`config.mk`:
```
export PLATFORM = sky130hd
export DESIGN_NAME = fifo_word_packer
export DESIGN_NICKNAME = d
export VERILOG_FILES = /design/src/rtl/fifo_pkg.sv /design/src/rtl/word_out_reg.sv /design/src/rtl/fifo_word_packer.sv
export SDC_FILE = /design/constraint.sdc
export NUM_CORES = 1
export LEC_CHECK = 0
export CAP_MARGIN = 0
export CORE_MARGIN = 10
export CORE_UTILIZATION = 28
export DETAILED_ROUTE_END_ITERATION = 10
export DONT_BUFFER_PORTS = 1
export SYNTH_ARGS = -nofsm -noshare
export SYNTH_HDL_FRONTEND = slang
export SYNTH_SLANG_ARGS = --single-unit
export TNS_END_PERCENT = 50
```
`constraint.sdc`:
```
create_clock -name clk -period 2.9 [get_ports clk]
set_clock_uncertainty 0.1 [all_clocks]
set_input_delay 0.435 -clock clk [delete_from_list [all_inputs] [get_ports clk]]
set_output_delay 0.435 -clock clk [all_outputs]
set_load 0.005 [all_outputs]
```
`src/rtl/fifo_pkg.sv`:
```
// rtl/fifo_pkg.sv - shared widths and flush state type for the FIFO word packer
package fifo_pkg;

    localparam int DEF_DATA_WIDTH     = 8;
    localparam int DEF_BYTES_PER_WORD = 4;
    localparam int DEF_KEEP_WIDTH     = DEF_BYTES_PER_WORD;
    localparam int DEF_WORD_WIDTH     = DEF_DATA_WIDTH * DEF_BYTES_PER_WORD;

    typedef enum logic [1:0] {
        FLUSH_IDLE  = 2'd0,
        FLUSH_DRAIN = 2'd1,
        FLUSH_EMIT  = 2'd2
    } flush_state_t;

endpackage

```
`src/rtl/word_out_reg.sv`:
```
// rtl/word_out_reg.sv - single-entry valid/ready output register for packed words
module word_out_reg
    import fifo_pkg::*;
#(
    parameter int WORD_W = DEF_WORD_WIDTH,
    parameter int KEEP_W = DEF_KEEP_WIDTH
) (
    input  logic              clk,
    input  logic              rst_n,
    input  logic              i_load,
    input  logic [WORD_W-1:0] i_data,
    input  logic [KEEP_W-1:0] i_keep,
    input  logic              i_ready,
    output logic              o_valid,
    output logic [WORD_W-1:0] o_data,
    output logic [KEEP_W-1:0] o_keep,
    output logic              o_slot_free
);

    logic              r_valid;
    logic [WORD_W-1:0] r_data;
    logic [KEEP_W-1:0] r_keep;
    logic              w_slot_free;

    // The slot is reusable in the same cycle the current word is accepted.
    assign w_slot_free = !r_valid || i_ready;

    always_ff @(posedge clk or negedge rst_n) begin
        if (!rst_n) begin
            r_valid <= 1'b0;
            r_data  <= '0;
            r_keep  <= '0;
        end else if (i_load && w_slot_free) begin
            r_valid <= 1'b1;
            r_data  <= i_data;
            r_keep  <= i_keep;
        end else if (i_ready) begin
            r_valid <= 1'b0;
        end
    end

    assign o_valid     = r_valid;
    assign o_data      = r_data;
    assign o_keep      = r_keep;
    assign o_slot_free = w_slot_free;

endmodule

```
`src/rtl/fifo_word_packer.sv`:
```
// rtl/fifo_word_packer.sv - pops bytes from the sync FIFO and packs them into keep-masked words
module fifo_word_packer
    import fifo_pkg::*;
#(
    parameter int DATA_WIDTH     = DEF_DATA_WIDTH,
    parameter int BYTES_PER_WORD = DEF_BYTES_PER_WORD
) (
    input  logic                                 clk,
    input  logic                                 rst_n,
    input  logic                                 fifo_empty,
    output logic                                 fifo_rd_en,
    input  logic [DATA_WIDTH-1:0]                fifo_dout,
    input  logic                                 flush,
    output logic                                 flush_done,
    output logic                                 out_valid,
    input  logic                                 out_ready,
    output logic [DATA_WIDTH*BYTES_PER_WORD-1:0] out_data,
    output logic [BYTES_PER_WORD-1:0]            out_keep
);

    localparam int WORD_W = DATA_WIDTH * BYTES_PER_WORD;
    localparam int KEEP_W = BYTES_PER_WORD;
    localparam int CNT_W  = $clog2(BYTES_PER_WORD + 1);
    localparam int LANE_W = $clog2(BYTES_PER_WORD);

    localparam logic [CNT_W-1:0] CNT_FULL = CNT_W'(BYTES_PER_WORD);
    localparam logic [CNT_W-1:0] CNT_LAST = CNT_W'(BYTES_PER_WORD - 1);

    flush_state_t r_state;
    flush_state_t w_state_next;

    logic [CNT_W-1:0]                           r_acc_cnt;
    logic [CNT_W-1:0]                           w_acc_cnt_next;
    logic [CNT_W-1:0]                           w_occupancy;
    logic                                       r_inflight;
    logic [BYTES_PER_WORD-1:0][DATA_WIDTH-1:0] r_acc;
    logic [BYTES_PER_WORD-1:0][DATA_WIDTH-1:0] w_acc_next;
    logic [BYTES_PER_WORD-1:0][DATA_WIDTH-1:0] w_partial;
    logic [KEEP_W-1:0]                          w_partial_keep;

    logic              w_slot_free;
    logic              w_pop;
    logic              w_load;
    logic [WORD_W-1:0] w_load_data;
    logic [KEEP_W-1:0] w_load_keep;
    logic              w_flush_done_next;
    logic              r_flush_done;

    // Second term lets the next byte issue while the last lane lands, so word boundaries cost no bubble.
    assign w_occupancy = r_acc_cnt + CNT_W'(r_inflight);
    assign w_pop = rst_n && !fifo_empty && (r_state == FLUSH_IDLE) &&
                   ((w_occupancy < CNT_FULL) ||
                    (r_inflight && (r_acc_cnt == CNT_LAST) && w_slot_free));

    assign fifo_rd_en = w_pop;
    assign flush_done = r_flush_done;

    always_comb begin
        w_partial      = '0;
        w_partial_keep = '0;
        for (int i = 0; i < BYTES_PER_WORD; i++) begin
            w_partial_keep[i] = (CNT_W'(i) < r_acc_cnt);
            w_partial[i]      = w_partial_keep[i] ? r_acc[i] : '0;
        end
    end

    always_comb begin
        w_acc_next        = r_acc;
        w_acc_cnt_next    = r_acc_cnt;
        w_load            = 1'b0;
        w_load_data       = r_acc;
        w_load_keep       = '1;
        w_state_next      = r_state;
        w_flush_done_next = 1'b0;

        if (r_acc_cnt == CNT_FULL) begin
            if (w_slot_free) begin
                w_load         = 1'b1;
                w_acc_cnt_next = '0;
            end
        end else if (r_inflight) begin
            w_acc_next[r_acc_cnt[LANE_W-1:0]] = fifo_dout;
            if (r_acc_cnt == CNT_LAST) begin
                if (w_slot_free) begin
                    w_load         = 1'b1;
                    w_load_data    = w_acc_next;
                    w_acc_cnt_next = '0;
                end else begin
                    w_acc_cnt_next = CNT_FULL;
                end
            end else begin
                w_acc_cnt_next = r_acc_cnt + CNT_W'(1);
            end
        end

        case (r_state)
            FLUSH_IDLE: begin
                if (flush) begin
                    w_state_next = FLUSH_DRAIN;
                end
            end
            FLUSH_DRAIN: begin
                // A held full word is emitted by the normal path before the flush decides.
                if (!r_inflight && (r_acc_cnt != CNT_FULL)) begin
                    if (r_acc_cnt != '0) begin
                        w_state_next = FLUSH_EMIT;
                    end else begin
                        w_flush_done_next = 1'b1;
                        w_state_next      = FLUSH_IDLE;
                    end
                end
            end
            FLUSH_EMIT: begin
                if (w_slot_free) begin
                    w_load            = 1'b1;
                    w_load_data       = w_partial;
                    w_load_keep       = w_partial_keep;
                    w_acc_cnt_next    = '0;
                    w_flush_done_next = 1'b1;
                    w_state_next      = FLUSH_IDLE;
                end
            end
            default: begin
                w_state_next = FLUSH_IDLE;
            end
        endcase
    end

    always_ff @(posedge clk or negedge rst_n) begin
        if (!rst_n) begin
            r_state      <= FLUSH_IDLE;
            r_acc_cnt    <= '0;
            r_inflight   <= 1'b0;
            r_acc        <= '0;
            r_flush_done <= 1'b0;
        end else begin
            r_state      <= w_state_next;
            r_acc_cnt    <= w_acc_cnt_next;
            r_inflight   <= w_pop;
            r_acc        <= w_acc_next;
            r_flush_done <= w_flush_done_next;
        end
    end

    word_out_reg #(
        .WORD_W (WORD_W),
        .KEEP_W (KEEP_W)
    ) u_word_out_reg (
        .clk         (clk),
        .rst_n       (rst_n),
        .i_load      (w_load),
        .i_data      (w_load_data),
        .i_keep      (w_load_keep),
        .i_ready     (out_ready),
        .o_valid     (out_valid),
        .o_data      (out_data),
        .o_keep      (out_keep),
        .o_slot_free (w_slot_free)
    );

endmodule
```
==> run summary <==
status: finished, final reports clean
hold path endpoint: r_acc[6]
initial core utilization: 28.9%
CORE AREA: 13400 µm²
die area: 18900 µm²
gp weighted congestion: 0.797
Die Span Y: 138 µm
dpl ws: 0.189 ns
Hold Path Depth: 1
Pwr Density: 1100 nW/µm²
Yosys warnings: 0
setup TNS: 0 ns
setup repair bufs after CTS: 0
crit start category: flop
average via count per standard cell: 5.52
Final Cycle Share: 86.5%
clk sinks: 76
vias in the first global route: 2916
LEAKAGE: 0.00184 µW
antenna-violating nets left: 0
Top FF cell, synth: dfrtp_1
Switching Fraction: 34.5%
asr flop ratio synth: 100%
Worst Hold Launch: fifo_dout[6]
DP HPWL: 7490 µm
final core occ: 33.2%
Avg Cell Area, Syn: 11.3 µm²
CTS tree: done
final WL: 10800 µm
Hold Violations, Final: 0
FF-to-FF path depth: 7
WL per Instance: 20.6 µm
switching pwr: 1690 µW
Slew HR: 56.9%
R2R Path End: u_word_out_reg.o_data[9]
Boundary Pins: 52
Yosys cell types: 54
Worst EP arrival: 2.63 ns
count of standard-cell rows: 42
Gate Count Post-Synth: 341
commonest non-fill, non-tap cell in the layout: dfrtp_1
unrepaired setup endpoints after global routing: no
clock root buffer: clkbuf_16
1st-iter DRT viols: 222
cts bufs inserted: 9
max incr delay on CP: 0.55 ns
clk_lat worst skew: 0.34 ns
clk slew on worst S/H paths: 0.06 ns
Cell Area, Synth: 3870 µm²
FF-to-FF setup slack: 0.39 ns
Seq/Total Area, Yosys: 49.2%
number of diodes: 0
Comb pwr share: 31.4%
initial antenna violation count: 0
Final #Nets: 363
Critical R2R Launch: r_acc_cnt[0]
largest net degree at the start of global routing: 77
post-route minimum period: 2.51 ns
Max Slew Vio Count: 0
Worst setup EP type: flop
Longest Clk Path Bufs: 2
Residual DRC: 0
maximum vdd ir drop: 503 µV
worst hold path type: in2reg
Max-cap violations: 0
Slowest-stage cell, CP: dfrtp_1
H-tree Lvls: 3
CP cell instances: inv_1 -> ha_1 -> and2_1 -> o21ai_2 -> buf_4 -> nor3_1 -> a211o_1
Seq pwr share: 42.0%
WS Path Type: reg2reg
final setup violation count: 0
share of cells above drive strength 1: 21.6%
Overflow after GRT: 0
required time of the worst setup path: 3.02 ns
synthesized net count: 362
fill cell count: 1329
via count: 2887
Worst Slack Setup Final: 0.391 ns
Internal: 3210 µW
critical path fanouts, max: 19
gr usage total: 11.6%
Area Overhead vs Synth: 15.0%
EDFF count, synth: 0
synthesis-stage register bit count: 76
DR pass1 iterations: 5
Fmax achieved: 399 MHz
power share of the clock group: 26.6%
most frequent cells in the layout: 76 x dfrtp_1, 36 x mux2_2, 23 x a21oi_1, 23 x nand3_1, 17 x nor3_1
worst slew pin tran: 0.645 ns
die width: 138 µm
# port buffers: 0
first-pass GRT wire length: 16900 µm
==> cell families (layout without fill, tap and decap cells) <==
group | count (synthesis) | in the layout | synth area share, %
xor gates and xnor gates | 1 | 1 | 0.226
and+or+nand+nor | 101 | 101 | 16.2
adders and majority gates | 8 | 8 | 2.59
AOI/OAI and AO/OA | 85 | 85 | 16.5
buffers and inverters | 29 | 35 | 3.52
muxes | 41 | 41 | 11.8
DFF | 76 | 76 | 49.2
==> sequential cells by signal (all words and copies together) (netlist names) <==
register / count
flush_done: 1
r_acc: 32
r_acc_cnt: 3
r_inflight: 1
r_state: 2
u_word_out_reg.o_data: 32
u_word_out_reg.o_keep: 4
u_word_out_reg.o_valid: 1
==> cells in the mapped netlist, drive strengths merged (3+ instances only) <==
library cell   n  area share [%]
dfrtp         76              49
mux2          36              10
nand3         24             3.4
a21oi         23             3.0
nor3          19             2.9
buf           16             2.3
nand2         13             1.3
o31ai         11             2.1
and3          10             1.6
a211oi         9             2.1
a221o          9             2.3
and4           8             1.8
ha             8             2.6
o41ai          8             1.8
clkbuf         6            0.58
inv            6            0.58
nor2           6            0.78
mux2i          5             1.3
nand2b         5            0.81
nor3b          4            0.78
o21ai          4            0.61
o22a           4            0.91
nor2b          3            0.49
o211ai         3            0.58
o2bb2ai        3            0.68
==> critical path: cells and delay by family (launching register included) <==
kind	cells	cell delay (ns)
simple gates	2	0.29
compound gates	2	0.66
buf+inv	2	0.47
flops	1	0.55
fa+ha+maj	1	0.32
==> metal layers <==
layer	track usage [%]	routed length, µm	vias up
met5	0	0	-
met1	14.2	4580	1458
met4	3.86	142	0
met3	3.90	944	13
li1	-	-	1317
met2	18.6	5110	99
==> worst max-delay path by stage <==
| stage | start | to | cells after the start | slack [ns] |
|---|---|---|---|---|
| global route | r_acc_cnt[0] | u_word_out_reg.o_data[9] | 7 | 0.23 |
| global placement | r_acc_cnt[0] | u_word_out_reg.o_data[15] | 6 | 0.37 |
| CTS | r_acc_cnt[0] | u_word_out_reg.o_data[13] | 6 | 0.22 |
| finish | r_acc_cnt[0] | u_word_out_reg.o_data[9] | 7 | 0.39 |
| floorplan | r_acc_cnt[0] | u_word_out_reg.o_data[11] | 9 | 0.78 |
| detailed placement | r_acc_cnt[0] | u_word_out_reg.o_data[11] | 6 | 0.19 |
==> power by group through the flow <==
stage                     Sequential (µW)  Clock, µW  Combinational (µW)
final                                2060       1300                1540
after global routing                 2140       1370                1730
after CTS                            2080       1330                1540
after detailed placement             2090          0                1510
after global placement               2070          0                1460
after floorplan                      1890          0                1260
==> what timing repair did <==
| action | in CTS | in global routing |
|---|---|---|
| gates resized for setup | 0 | 1 |
| setup endpoints to repair | 0 | 8 |
| hold endpoints to repair | 76 | 0 |
| hold buffers | 2 | 0 |
==> per-stage QoR <==
stage | cell area, µm² | hold slack [ns] | total power (µW) | instances
finish | 4450 | 0.150 | 4900 | 523
global placement | 4050 | 0.0451 | 3530 | 505
detailed placement | 4050 | 0.0450 | 3600 | 505
CTS | 4440 | 0.141 | 4950 | 523
global route | 4450 | 0.138 | 5230 | 523
floorplan | 3870 | 0.0394 | 3150 | 341
==> area by class of cell <==
| class | count | area (µm²) | area share [%] |
|---|---|---|---|
| repair buffers | 12 | 113 | 2.53 |
| clock buffers | 12 | 256 | 5.77 |
| clock inverters | 4 | 95.1 | 2.14 |
| flip-flops and latches | 76 | 1900 | 42.8 |
| well taps | 176 | 220 | 4.95 |
| multi-input cells | 236 | 1840 | 41.3 |
| inverters | 7 | 26.3 | 0.591 |
Power figures use the tool's default switching activity.
